`src/rtl/mem_arbiter.sv`:
```
`default_nettype none
// ----------------------------------------------------------------------------
// mem_arbiter: shares one synchronous memory port between two requesters.
// Define MEM_ARB_ROUND_ROBIN_EN for alternating tie grants (else port 0 wins).
// Revision 1.0
// ----------------------------------------------------------------------------
module mem_arbiter #(
  parameter int ADDR_W  = 32,
  parameter int DATA_W  = 32,
  parameter int TIMEOUT = 255
) (
  input  logic              clk,
  input  logic              rst,
  input  logic              m0_req,
  input  logic [ADDR_W-1:0] m0_addr,
  input  logic [DATA_W-1:0] m0_wdata,
  input  logic              m0_write,
  output logic [DATA_W-1:0] m0_rdata,
  output logic              m0_ready,
  input  logic              m1_req,
  input  logic [ADDR_W-1:0] m1_addr,
  input  logic [DATA_W-1:0] m1_wdata,
  input  logic              m1_write,
  output logic [DATA_W-1:0] m1_rdata,
  output logic              m1_ready,
  output logic              mem_valid,
  output logic [ADDR_W-1:0] mem_addr,
  output logic [DATA_W-1:0] mem_wdata,
  output logic              mem_write,
  input  logic [DATA_W-1:0] mem_rdata,
  input  logic              mem_ready,
  output logic              owner,
  output logic              err
);

  typedef enum logic [1:0] {
    IDLE = 2'd0,
    BUSY = 2'd1,
    RESP = 2'd2
  } state_t;

  localparam logic [7:0] TIMEOUT_CNT = 8'(TIMEOUT);

  state_t     state;
  state_t     state_next;
  logic [7:0] wait_cnt;
  logic       any_req;
  logic       winner;
  logic       timed_out;

  always_comb begin
    any_req = m0_req | m1_req;
`ifdef MEM_ARB_ROUND_ROBIN_EN
    // On a tie the port that did not hold the last grant goes next.
    winner  = (m0_req & m1_req) ? ~owner : m1_req;
`else
    winner  = m1_req & ~m0_req;
`endif
  end

  // Counter holds the number of BUSY cycles already spent without mem_ready.
  assign timed_out = (wait_cnt + 8'd1) == TIMEOUT_CNT;

  always_ff @(posedge clk) begin
    if (rst) begin
      state <= IDLE;
    end else begin
      state <= state_next;
    end
  end

  always_comb begin
    state_next = state;
    case (state)
      IDLE:    if (any_req) state_next = BUSY;
      BUSY:    if (mem_ready || timed_out) state_next = RESP;
      RESP:    state_next = IDLE;
      default: state_next = IDLE;
    endcase
  end

  always_ff @(posedge clk) begin
    if (rst) begin
      mem_valid <= 1'b0;
      mem_write <= 1'b0;
      mem_addr  <= '0;
      mem_wdata <= '0;
      m0_rdata  <= '0;
      m1_rdata  <= '0;
      m0_ready  <= 1'b0;
      m1_ready  <= 1'b0;
      owner     <= 1'b1;
      err       <= 1'b0;
      wait_cnt  <= 8'd0;
    end else begin
      case (state)
        IDLE: begin
          if (any_req) begin
            owner     <= winner;
            mem_valid <= 1'b1;
            mem_addr  <= winner ? m1_addr  : m0_addr;
            mem_wdata <= winner ? m1_wdata : m0_wdata;
            mem_write <= winner ? m1_write : m0_write;
            wait_cnt  <= 8'd0;
          end
        end
        BUSY: begin
          if (mem_ready) begin
            if (!mem_write) begin
              if (owner) m1_rdata <= mem_rdata;
              else       m0_rdata <= mem_rdata;
            end
            mem_valid <= 1'b0;
            mem_write <= 1'b0;
            m0_ready  <= ~owner;
            m1_ready  <= owner;
          end else if (timed_out) begin
            err       <= 1'b1;
            mem_valid <= 1'b0;
            mem_write <= 1'b0;
            m0_ready  <= ~owner;
            m1_ready  <= owner;
          end else begin
            wait_cnt  <= wait_cnt + 8'd1;
          end
        end
        RESP: begin
          m0_ready <= 1'b0;
          m1_ready <= 1'b0;
        end
        default: begin
          m0_ready <= 1'b0;
          m1_ready <= 1'b0;
        end
      endcase
    end
  end

endmodule
`default_nettype wire

```
`config.mk`:
```
export PLATFORM = sky130hd
export DESIGN_NAME = mem_arbiter
export DESIGN_NICKNAME = d
export VERILOG_FILES = /design/src/rtl/mem_arbiter.sv
export SDC_FILE = /design/constraint.sdc
export NUM_CORES = 1
export LEC_CHECK = 0
export BUFFER_PORTS_ARGS = -buffer_cell sky130_fd_sc_hd__clkbuf_2
export CAP_MARGIN = 5
export CORE_MARGIN = 10
export CORE_UTILIZATION = 45
export CTS_BUF_LIST = sky130_fd_sc_hd__clkbuf_16
export CTS_CLUSTER_DIAMETER = 30
export DETAILED_ROUTE_END_ITERATION = 12
export GPL_ROUTABILITY_DRIVEN = 0
export PLACE_DENSITY_LB_ADDON = 0.25
export SETUP_SLACK_MARGIN = 0.3
export SLEW_MARGIN = 20
export SYNTH_ARGS = -nofsm -noshare
export SYNTH_HDL_FRONTEND = slang
export SYNTH_SLANG_ARGS = --single-unit
```
`constraint.sdc`:
```
create_clock -name clk -period 7 [get_ports clk]
set_input_delay 0.7 -clock clk [delete_from_list [all_inputs] [get_ports clk]]
set_output_delay 0.7 -clock clk [all_outputs]
set_load 0.005 [all_outputs]
```
==> flow_metrics.tcl <==
set metrics [dict create \
    status "finished clean" \
    grt_pass1_wl_mm 29.4 \
    cp-end-kind "flip-flop" \
    port_buffers 300 \
    synth_area_leaders "dfxtp_1 49%, mux2i_1 11%, nand2_1 9.0%, a211oi_1 8.2%, a21oi_1 6.2%" \
    drv_cap 0 \
    ys.warnings.count 0 \
    path_clk_slew_ps 60 \
    crit_arrival_ps 2870 \
    synth-seq-cells 144 \
    drc 0 \
    synth.distinct_cells 47 \
    dpl_cell_area_sq_um 7440 \
    cp_max_fo 9 \
    finClkSkew_ps 6.45 \
    gr-usage-all-layers 0.200 \
    p_int_mw 1.56 \
    fin_crit_sh 0.365 \
    final_util 0.633 \
    overflow 0 \
    fin_area_sq_um 8020 \
    maxSlewHeadroom 0.315 \
    critical_path.cell_chain "ha_1 -> nand3_1 -> or3b_2 -> a32oi_2 -> a21boi_2 -> or2_4 -> a311oi_2" \
    critical_path_class "reg2reg" \
    layout_common_cells "299 x clkbuf_2, 144 x dfxtp_1, 140 x nand2_1, 76 x nor2_1, 73 x a21oi_1" \
    rsz0062_at_grt "false" \
    grt_pass1_vias 5865 \
    synth_top_area_frac 0.492 \
    comb_power_share 0.140 \
    cts_root_buf "clkbuf_16" \
    final_max_slew_viol_count 0 \
    clkPwrFrac 0.422 \
    cts_tree "done" \
    p_seq_frac 0.438 \
    fill_cells 1150 \
    area_growth_pct 36.9 \
    drtPass1Iterations 4 \
    peakVddDrop_uv 180 \
    p_sw_mw 0.521 \
    start_util 0.462 \
    reg2reg_slack_ps 4450 \
    p_leak_nw 3.56 \
    clockBufferDepth 2 \
    synth_top_cell_by_area "dfxtp_1" \
    power_density_nw_per_um2 259 \
    ys_seq_area_frac 0.492 \
    required_ps 7310 \
    tns_ps 0 \
    cp_slowest_cell "or3b_2" \
    ant_nets 0 \
    worstSkewPairLatency_ps 410 \
    htree_num_levels 4 \
    fin_nets 1118 \
    post_cts_buffers 0 \
    worst_path_largest_cell_delay_ps 510 \
    cts_hold_buf 0 \
    core_area_sq_um 12700 \
    pre_cts_slack_ps 3920 \
    dpl.hpwl_mm 14.2 \
    dieArea_sq_um 18000 \
    cts.sinks 144 \
    worst_slew_pin_slew_ps 1030 \
    hold_violations 0 \
    chipWidth_microns 134 \
    wirelength_mm 18.4 \
    drt_iter0_markers 286 \
    setup_viol_count_final 0 \
    cts_made_buffers 17 \
    max_freq_ghz 0.392 \
    io_pins 301 \
    rows 41 \
    grt_max_degree 111 \
    antenna_found_initial 0 \
    worstSetupStartpointType "flip-flop" \
    worst_hold_path_type "reg2reg" \
    cts_resized 0 \
    finalWorstSetupSlack_ps 4450 \
    die_h_microns 134 \
    num_antenna_cells 0 \
    syn_inst 676 \
    layout-drive-gt1-share 0.362 \
    drt-vias-per-instance 4.98 \
    swShare 0.250 \
    vias 5650 \
    wl_per_cell_microns 16.2 \
    period_needed_ps 2550 \
    final_common_cell "clkbuf_2" \
    avgSynthCellArea_sq_um 8.67 \
    syn_nets 845 \
    syn_area_sq_um 5860 \
]
through the flow:
step | hold slack, ps | std cells | total power, mW
2_1_floorplan | 453 | 676 | 1.07
4_1_cts | 454 | 1134 | 2.10
5_1_grt | 472 | 1134 | 2.18
3_3_place_gp | 441 | 1102 | 1.22
3_5_place_dp | 447 | 1102 | 1.22
6_report | 451 | 1134 | 2.08
Yosys cell counts (all sizes together):
master / instances
and2b: 1
o21a: 2
nor4: 1
nand3b: 2
a311oi: 2
nand3: 5
a31oi: 3
buf: 8
ha: 2
nor2: 76
nand2b: 1
mux2: 2
dfxtp: 144
and4b: 1
or3: 2
mux2i: 64
inv: 4
o21ai: 8
a221oi: 1
o21bai: 1
o31ai: 1
and2: 1
a22oi: 2
a32oi: 1
nand2: 140
nand4: 1
a21o: 1
a211oi: 64
nor3: 2
clkbuf: 44
or3b: 1
a21boi: 2
or4b: 2
a21oi: 73
nor2b: 3
nand4b: 1
a41oi: 1
nor4b: 1
and3: 1
or2: 3
and3b: 1
layout make-up:
class | count | area (sq um) | area share
clock buffer | 17 | 425 | 0.0530
clock inverter | 15 | 151 | 0.0189
multi-input combinational | 476 | 2780 | 0.347
timing repair buffer | 306 | 1550 | 0.193
inverter | 4 | 15.0 | 0.00187
sequential | 144 | 2880 | 0.359
tap | 172 | 215 | 0.0268
layer usage:
| layer | share of wire | routed length [microns] | vias up | global-route usage |
|---|---|---|---|---|
| li1 | - | - | 2900 | - |
| met1 | 0.40 | 7420 | 2534 | 0.214 |
| met2 | 0.50 | 9150 | 193 | 0.353 |
| met3 | 0.078 | 1430 | 23 | 0.0743 |
| met4 | 0.019 | 351 | 0 | 0.0738 |
| met5 | 0 | 0 | - | 0 |
flip-flops by register name, summed over array words and instances, names as in the netlist:
| name | cells |
|---|---|
| mem_addr | 32 |
| owner | 1 |
| err | 1 |
| m0_ready | 1 |
| m1_rdata | 32 |
| mem_write | 1 |
| state | 2 |
| m1_ready | 1 |
| wait_cnt | 8 |
| m0_rdata | 32 |
| mem_wdata | 32 |
| mem_valid | 1 |
power by group through the flow:
stage	Combinational [mW]	Sequential, mW	Clock, mW
6_report	0.291	0.911	0.879
5_1_grt	0.329	0.918	0.932
4_1_cts	0.297	0.911	0.897
3_5_place_dp	0.296	0.927	0
3_3_place_gp	0.292	0.926	0
2_1_floorplan	0.145	0.928	0
final timing paths:
path / cells past startpoint / from / to
max: 7 / wait_cnt[1]$_SDFFE_PP0P_ / wait_cnt[5]$_SDFFE_PP0P_
min: 2 / m0_rdata[8]$_SDFFE_PP0P_ / m0_rdata[8]$_SDFFE_PP0P_
max reg2reg: 7 / wait_cnt[1]$_SDFFE_PP0P_ / wait_cnt[5]$_SDFFE_PP0P_
min reg2reg: 2 / m0_rdata[8]$_SDFFE_PP0P_ / m0_rdata[8]$_SDFFE_PP0P_
kinds of logic (layout without fill, tap and decap cells):
family / count (synthesis) / count (layout) / synth area share
and+or+nand+nor: 246 / 246 / 0.174
DFF: 144 / 144 / 0.492
AOI/OAI and AO/OA: 162 / 162 / 0.179
buffers and inverters: 56 / 342 / 0.0376
muxes: 66 / 66 / 0.113
adders and majority gates: 2 / 2 / 0.00427
critical path, delay by kind of cell, from the launching register on:
family          cells  cell delay, ps
simple gates        3             980
compound gates      3             710
flops               1             460
fa+ha+maj           1             310
Note: power is estimated with default switching activity, not from simulation.
